`src/rtl/fifo_arb_pkg.sv`:
```
// Shared definitions for the FIFO write-side blocks: arbiter state encoding and width helpers.
// Used by fifo_write_arbiter (burst lock enabled by FIFO_WRITE_ARB_BURST_EN) and rr_priority_picker.
package fifo_arb_pkg;

    typedef enum logic {
        ARB_IDLE  = 1'b0,
        ARB_BURST = 1'b1
    } arb_state_e;

    function automatic int clog2(input int value);
        int result;
        int span;
        result = 0;
        span   = 1;
        while (span < value) begin
            span   = span * 2;
            result = result + 1;
        end
        return result;
    endfunction

    // Index width is never zero so a 1-bit index port always exists.
    function automatic int idx_width(input int num_req);
        return (clog2(num_req) > 1) ? clog2(num_req) : 1;
    endfunction

endpackage

```
`src/rtl/rr_priority_picker.sv`:
```
// Combinational round-robin search: first set request at or after the pointer, wrapping
// modulo numReq so a non-power-of-two requester count never yields an out-of-range index.
module rr_priority_picker
    import fifo_arb_pkg::*;
#(
    parameter int numReq   = 4,
    parameter int idxWidth = idx_width(numReq)
) (
    input  logic [numReq-1:0]   req_i,
    input  logic [idxWidth-1:0] rr_ptr_i,
    output logic                found_o,
    output logic [idxWidth-1:0] winner_o
);

    localparam logic [idxWidth:0] NUM_REQ = (idxWidth + 1)'(numReq);

    logic [idxWidth:0]   sum;
    logic [idxWidth-1:0] idx;

    // Scanning from the farthest offset down lets the nearest hit overwrite earlier ones.
    always_comb begin
        found_o  = 1'b0;
        winner_o = '0;
        sum      = '0;
        idx      = '0;
        for (int k = numReq - 1; k >= 0; k--) begin
            sum = {1'b0, rr_ptr_i} + (idxWidth + 1)'(k);
            if (sum >= NUM_REQ) begin
                sum = sum - NUM_REQ;
            end
            idx = sum[idxWidth-1:0];
            if (req_i[idx]) begin
                found_o  = 1'b1;
                winner_o = idx;
            end
        end
    end

endmodule

```
`src/rtl/fifo_write_arbiter.sv`:
```
// Round-robin arbiter for the async FIFO write port, gated by the FIFO full flag.
// Define FIFO_WRITE_ARB_BURST_EN to keep a requester granted until its last beat or maxBurst beats.
module fifo_write_arbiter
    import fifo_arb_pkg::*;
#(
    parameter int numReq    = 4,
    parameter int dataWidth = 8,
    parameter int maxBurst  = 16,
    localparam int idxWidth = idx_width(numReq)
) (
    input  logic                        writeClkIn,
    input  logic                        writeRstIn,
    input  logic [numReq-1:0]           reqIn,
    input  logic [numReq-1:0]           lastIn,
    input  logic [numReq*dataWidth-1:0] dataIn,
    input  logic                        fifoFullIn,
    output logic [numReq-1:0]           ackOut,
    output logic                        writeEnableOut,
    output logic [dataWidth-1:0]        writeDataOut,
    output logic [idxWidth-1:0]         grantIdxOut,
    output logic                        busyOut
);

    localparam logic [idxWidth-1:0] LAST_IDX = idxWidth'(numReq - 1);

    logic [idxWidth-1:0] rr_ptr_q;
    logic [idxWidth-1:0] grant_idx_q;
    logic [idxWidth-1:0] pick_ptr;
    logic [idxWidth-1:0] winner;
    logic [numReq-1:0]   eligible;
    logic                found;
    logic                ack_valid;

    function automatic logic [idxWidth-1:0] next_idx(input logic [idxWidth-1:0] idx);
        return (idx == LAST_IDX) ? '0 : idx + 1'b1;
    endfunction

    rr_priority_picker #(
        .numReq   (numReq),
        .idxWidth (idxWidth)
    ) u_picker (
        .req_i    (eligible),
        .rr_ptr_i (pick_ptr),
        .found_o  (found),
        .winner_o (winner)
    );

    // Same full flag the FIFO uses for its pointer, so both agree on every accepted beat.
    assign ack_valid      = found & ~fifoFullIn & ~writeRstIn;
    assign ackOut         = ack_valid ? (numReq'(1) << winner) : '0;
    assign writeEnableOut = ack_valid;
    assign writeDataOut   = ack_valid ? dataIn[int'(winner)*dataWidth +: dataWidth] : '0;
    assign grantIdxOut    = grant_idx_q;

`ifdef FIFO_WRITE_ARB_BURST_EN
    localparam int CNT_W = clog2(maxBurst + 1);
    localparam logic [CNT_W-1:0] LAST_BEAT = CNT_W'(maxBurst - 1);

    arb_state_e          state_q;
    logic [idxWidth-1:0] owner_q;
    logic [CNT_W-1:0]    beat_cnt_q;
    logic                busy_q;

    // During a burst only the owner can win; the picker then trivially returns it.
    assign eligible = (state_q == ARB_BURST) ? (reqIn & (numReq'(1) << owner_q)) : reqIn;
    assign pick_ptr = (state_q == ARB_BURST) ? owner_q : rr_ptr_q;
    assign busyOut  = busy_q;

    always_ff @(posedge writeClkIn) begin
        if (writeRstIn) begin
            rr_ptr_q    <= '0;
            grant_idx_q <= '0;
            state_q     <= ARB_IDLE;
            owner_q     <= '0;
            beat_cnt_q  <= '0;
            busy_q      <= 1'b0;
        end else if (ack_valid) begin
            grant_idx_q <= winner;
            case (state_q)
                ARB_IDLE: begin
                    if (!lastIn[winner]) begin
                        state_q    <= ARB_BURST;
                        owner_q    <= winner;
                        beat_cnt_q <= CNT_W'(1);
                        busy_q     <= 1'b1;
                    end else begin
                        rr_ptr_q <= next_idx(winner);
                    end
                end
                ARB_BURST: begin
                    if (lastIn[owner_q] || (beat_cnt_q == LAST_BEAT)) begin
                        state_q    <= ARB_IDLE;
                        beat_cnt_q <= '0;
                        busy_q     <= 1'b0;
                        rr_ptr_q   <= next_idx(owner_q);
                    end else begin
                        beat_cnt_q <= beat_cnt_q + 1'b1;
                    end
                end
                default: state_q <= ARB_IDLE;
            endcase
        end
    end
`else
    logic unused_cfg;

    assign unused_cfg = ^{lastIn, 32'(maxBurst)};
    assign eligible   = reqIn;
    assign pick_ptr   = rr_ptr_q;
    assign busyOut    = 1'b0;

    always_ff @(posedge writeClkIn) begin
        if (writeRstIn) begin
            rr_ptr_q    <= '0;
            grant_idx_q <= '0;
        end else if (ack_valid) begin
            grant_idx_q <= winner;
            rr_ptr_q    <= next_idx(winner);
        end
    end
`endif

endmodule

```
`config.mk`:
```
export PLATFORM = sky130hd
export DESIGN_NAME = fifo_write_arbiter
export DESIGN_NICKNAME = d
export VERILOG_FILES = /design/src/rtl/fifo_arb_pkg.sv /design/src/rtl/rr_priority_picker.sv /design/src/rtl/fifo_write_arbiter.sv
export SDC_FILE = /design/constraint.sdc
export NUM_CORES = 1
export LEC_CHECK = 0
export CORE_ASPECT_RATIO = 1.1
export CORE_MARGIN = 2
export CORE_UTILIZATION = 33
export CTS_BUF_LIST = sky130_fd_sc_hd__clkbuf_4
export CTS_CLUSTER_SIZE = 16
export DETAILED_ROUTE_END_ITERATION = 10
export GPL_ROUTABILITY_DRIVEN = 0
export PLACE_DENSITY = 0.83
export SYNTH_ARGS = -nofsm -noshare
export SYNTH_HDL_FRONTEND = slang
export SYNTH_HIERARCHICAL = 1
export SYNTH_SLANG_ARGS = --single-unit
```
`constraint.sdc`:
```
create_clock -name writeClkIn -period 3.6 [get_ports writeClkIn]
set_input_delay 0.72 -clock writeClkIn [delete_from_list [all_inputs] [get_ports writeClkIn]]
set_output_delay 0.72 -clock writeClkIn [all_outputs]
set_load 0.01 [all_outputs]
```
# After elaboration in Yosys (flattened, before gate mapping)
# Index checks and enable logic that the tools add are counted.
[word_totals]
register_bits = 4
in_bits = 43
word_cells = 48
[op_classes]
magnitude_cmp = 8
mux = 23
shift = 2
eq_ne = 1
n_bitwise = 4
add_sub_neg = 8
[ops]
columns = ["op", "count"]
rows = [
  ["32-bit by 6-bit indexed part select with 8-bit output", 1],
  ["2-bit 2-to-1 mux", 9],
  ["2-bit by 3-bit less-than comparator with 1-bit output, second input constant", 4],
  ["3-bit greater-or-equal comparator, second input constant", 3],
  ["1-bit binary-select mux with 2-bit select", 4],
  ["1-bit 2-to-1 mux", 8],
  ["8-bit 2-to-1 mux", 1],
  ["2-bit by 1-bit subtractor with 2-bit output, second input constant", 4],
  ["2-bit by 2-bit adder with 3-bit output, second input constant", 2],
  ["4-bit 2-to-1 mux", 1],
  ["1-bit by 2-bit left shift with 4-bit output, first input constant", 1],
  ["2-bit by 1-bit adder with 3-bit output, second input constant", 1],
  ["2-bit by 3-bit greater-or-equal comparator with 1-bit output, second input constant", 1],
  ["2-bit by 1-bit adder with 2-bit output, second input constant", 1],
  ["1-bit AND", 2],
  ["2-bit == test, second input constant", 1],
  ["1-bit inverter", 2],
]

# Logic depth before layout (Yosys ltp)
[depth]
word_depth = 12
mapped_depth = 9
mapped_depth_nobuf = 7

# Cells and area by module
# Netlist, hierarchy kept.
[by_module_without_submodules]
columns = ["mod", "seq_area_each_um2", "area_per_inst_um2", "cells_each", "instances"]
rows = [
  ["fifo_write_arbiter", 80.1, 544.3, 57, 1],
  ["rr_priority_picker", 0.0, 77.6, 13, 1],
]

# Worst setup path before layout
# OpenSTA, ideal clock, no wires.
[synth_timing]
path_type = "input -> output"
from = "in reqIn[3]"
to = "out ackOut[0]"
n_path_buf = 2
cell_stages = 7
setup_slack_ns = 1.069
t_arrival_ns = 1.811
t_required_ns = 2.880
path_cell_list = "mux2i_1 a211oi_2 buf_6 buf_12 inv_1 ha_1 and2_1"
[synth_via]
word_cells_on_any_way = 20
cone_classes = "shift: 1; mux: 17; bitwise: 2"
[synth_lines]
columns = ["element", "line_no", "text"]
rows = [
  ["start: declaration", "fifo_write_arbiter.sv:13", "input logic [numReq-1:0] reqIn,"],
  ["1-bit binary-select mux with 2-bit select", "rr_priority_picker.sv:32", "if (req_i[idx]) begin"],
  ["1-bit 2-to-1 mux (not written as such)", "rr_priority_picker.sv:32", ""],
  ["2-bit 2-to-1 mux (3 in series)", "rr_priority_picker.sv:32", ""],
  ["2-bit 2-to-1 mux *", "rr_priority_picker.sv:32", ""],
  ["via winner[0]", "fifo_write_arbiter.sv:29", "logic [idxWidth-1:0] winner;"],
  ["1-bit by 2-bit left shift with 4-bit output *", "fifo_write_arbiter.sv:50", "assign ackOut = ack_valid ? (numReq'(1) << winner) : '0;"],
  ["4-bit 2-to-1 mux *", "fifo_write_arbiter.sv:50", ""],
  ["end: declaration", "fifo_write_arbiter.sv:17", "output logic [numReq-1:0] ackOut,"],
]
# Mark *: on every way through the listed nets, which the timed path passes. The rest lies on a longest branch. The select of a mux whose other input is x is not followed.

# Worst setup path after layout
[layout_timing]
from = "in reqIn[3]"
to = "out writeDataOut[7]"
[layout_via]
word_cells_on_any_way = 20
cone_classes = "shift: 1; mux: 17; bitwise: 2"
[layout_lines]
columns = ["element", "line_no", "text"]
rows = [
  ["1-bit binary-select mux with 2-bit select", "rr_priority_picker.sv:32", ""],
  ["1-bit 2-to-1 mux (not written as such)", "rr_priority_picker.sv:32", ""],
  ["2-bit 2-to-1 mux (3 in series)", "rr_priority_picker.sv:32", ""],
  ["2-bit 2-to-1 mux *", "rr_priority_picker.sv:32", ""],
  ["via winner[1]", "fifo_write_arbiter.sv:29", ""],
  ["32-bit by 6-bit indexed part select with 8-bit output *", "fifo_write_arbiter.sv:52", "assign writeDataOut = ack_valid ? dataIn[int'(winner)*dataWidth +: dataWidth] : '0;"],
  ["8-bit 2-to-1 mux *", "fifo_write_arbiter.sv:52", ""],
  ["end: declaration", "fifo_write_arbiter.sv:19", "output logic [dataWidth-1:0] writeDataOut,"],
]
# Marks and branches as above.

==> flow_summary.toml <==
[power]
p_int_uw = 187.8
power.density_mw_per_mm2 = 232.7
peakVddDrop_mv = 0.1598
p_switching_uw = 89.15
power.share.clock_pct = 19.7
p_leak_nw = 0.5797
pwr-share-seq_pct = 19.6
comb_power_share_pct = 60.8
switching_share_pct = 32.20

[placed_design]
dp_hpwl_mm = 1.533
placed_cell_area_mm2 = 0.001152
port_buffers = 53
placed_cells = 138

[synth]
yosysSeqAreaShare_pct = 12.88
synthTopCellsByArea = "mux2i_1 34%, dfxtp_1 13%, ha_1 8.0%"
syn_inst = 70
synth-seq-cells = 4
synth_top_area_share_pct = 33.80
yosysWarnings = 6
syn_nets = 117
synth_largest_area_cell = "mux2i_1"
avgSynthCellArea_um2 = 8.884
ys_types = 21
synth_area_um2 = 621.8

[cells_and_area]
multiInputGateArea_um2 = 494.2
syn_to_final_growth_pct = 91.35
final_area_mm2 = 0.001190
fin_cells = 141
regArea_um2 = 80.08
n_antenna_cell = 0
num-fill-cells = 162
drive_above_1_share_pct = 8.943
fin_nets = 172

[setup_path]
criticalPathCategory = "input port to primary output"
cp_top_family = "buffers and inverters"
path_cells = "clkdlybuf4s50_1 -> nand2b_1 -> a211oi_1 -> nor2_2 -> nor2_1 -> nand2_2 -> o22ai_1 -> clkdlybuf4s50_1"
arrival_ns = 2.76
cp_slowest_cell = "clkdlybuf4s50_1"
crit_top_cell = "clkdlybuf4s50_1"
worstPathRequired_ns = 2.88
r2r_setup_slack_ns = 1.84
cp-start-kind = "input port"
critical_path.max_stage_delay_ns = 0.57
worstSetupEndpointType = "primary output"
cp_max_fo = 8
crit_buf_inv = 2

[clock_tree]
clock-sinks = 4
cts_root_buf = "clkbuf_4"
holdBufCountCts = 0
clkTransAtPathRegs_ns = 0.04
numCtsBuffers = 3
insertion_delay_ns = 0.23
htreeDepth = 1
cts_tree = "built"
cts_buffer_depth = 2

[global_routing]
overflow = 0
grtUsageMet1_pct = 18.44
globalRouteMet3Util_pct = 2.930
grtUsageMet2_pct = 31.92
grt.busiest_layer = "met2"
grtUsageTotal_pct = 17.22
grt_pass1_wl_mm = 2.925
grt_start_max_net_pins = 22
antenna_found_initial = 0
grt_pass1_vias = 706

[routing]
dr.pass1.iters = 5
drt_iter0_drc = 3
via_per_inst = 5.142
vias = 725
ant_nets = 0
drc_errors = 0
routed_wl_mm = 1.786
wl_per_cell_um = 12.67

[timing]
min_period_ns = 3.478
final.period_utilization_pct = 96.62
rsz0062_at_grt = "no"
hold_viol = 0
fin_setup_tns_ns = 0
skew_ns = 0.003154
setup_violations = 0
slew_violations = 0
fmax_ghz = 0.2875

[floorplanning]
die_h_um = 49.53
dieArea_mm2 = 0.002248
initial_core_util_pct = 34.90
die_w_um = 45.39
row_count = 16
coreArea_mm2 = 0.001782
boundaryPins = 59

[run]
maxCapViolCount = 0

[worst_hold_path]
worstHoldPathType = "flop to flop"

[run_status]
status = "finished, final reports clean"
==> worst paths after layout <==
| path | start | to | cells after the start |
|---|---|---|---|
| worst max-delay path | reqIn[3] | writeDataOut[7] | 8 |
| worst min-delay path | grantIdxOut[1] | grantIdxOut[1] | 2 |
| worst max register to register | pick_ptr[1] | pick_ptr[1] | 7 |
| worst min register to register | grantIdxOut[1] | grantIdxOut[1] | 2 |
==> synth_stat cells (all sizes together) <==
master	n
and2	4
a21oi	1
nand2b	2
inv	2
nor2b	2
nand2	3
mux2i	21
nor2	10
nand3b	1
conb	1
ha	4
nor3b	1
buf	4
o22ai	8
dfxtp	4
a211oi	2
==> through the flow <==
stage          hold WS [ns]  utilization [%]  setup slack, ns  power [mW]
6_report             0.4946            66.78           0.1218      0.2769
3_3_place_gp         0.4770            64.68          0.06947      0.2214
3_5_place_dp         0.4947            64.68          0.01050      0.2258
5_1_grt              0.5296            66.78         0.003954      0.3007
4_1_cts              0.5034            65.94          0.01331      0.2826
2_1_floorplan        0.5180                -            1.069      0.1479
==> tightest hold or removal path, delay by kind of cell, from the launching register on <==
| family | cells | cell delay [ns] |
|---|---|---|
| DFF | 1 | 0.32 |
| muxes | 1 | 0.06 |
| and+or+nand+nor | 1 | 0.08 |
==> cell families after synthesis <==
| logic type | after synthesis | synth area share, % |
|---|---|---|
| buffers and inverters | 6 | 9.256 |
| other | 1 | 0.6030 |
| and+or+nand+nor | 23 | 23.34 |
| AOI/OAI and AO/OA | 11 | 12.07 |
| adders and majority gates | 4 | 8.049 |
| muxes | 21 | 33.80 |
| DFF | 4 | 12.88 |
==> power groups by stage <==
| stage | Combinational (mW) | Sequential (mW) | Clock, mW |
|---|---|---|---|
| after floorplan | 0.0934 | 0.0545 | 0 |
| after global placement | 0.167 | 0.0543 | 0 |
| after detailed placement | 0.171 | 0.0548 | 0 |
| after CTS | 0.171 | 0.0541 | 0.0570 |
| after global routing | 0.184 | 0.0550 | 0.0616 |
| final | 0.168 | 0.0542 | 0.0544 |
==> layer usage <==
| layer | vias up | share of wire [%] | routed length, um |
|---|---|---|---|
| li1 | 357 | - | - |
| met1 | 329 | 36 | 640 |
| met2 | 35 | 58 | 1028 |
| met3 | 4 | 5.3 | 95 |
| met4 | 0 | 1.2 | 21 |
| met5 | - | 0 | 0 |
==> layout by cell type, fill, tap and decap left out <==
cell	count
o22ai_1	8
nand3b_4	1
nor2_2	1
and2_2	1
a211oi_1	1
nand2_2	1
dfxtp_1	4
inv_1	2
a21oi_1	1
and2_1	3
buf_12	1
dlymetal6s2s_1	5
nand2_1	2
conb_1	1
clkdlybuf4s50_1	48
nor2_1	9
a211oi_4	1
mux2i_1	21
ha_1	4
clkbuf_4	3
nand2b_1	2
nor3b_1	1
nor2b_4	2
==> cell type report <==
type	count	share of cell area, %
clock buffers	3	1.893
repair buffers	54	47.32
well taps	18	1.893
flip-flops and latches	4	6.730
inverters	2	0.6309
multi-input cells	60	41.54
==> flip-flops by register name, summed over array words and instances (netlist names) <==
register and cells:
pick_ptr 2, grantIdxOut 2
==> repair_timing <==
action / in CTS / in global routing
setup buffers: 0 / 0
endpoints found under the setup margin: 0 / 11
resized for setup: 0 / 6
(Power assumes the default switching activity.)
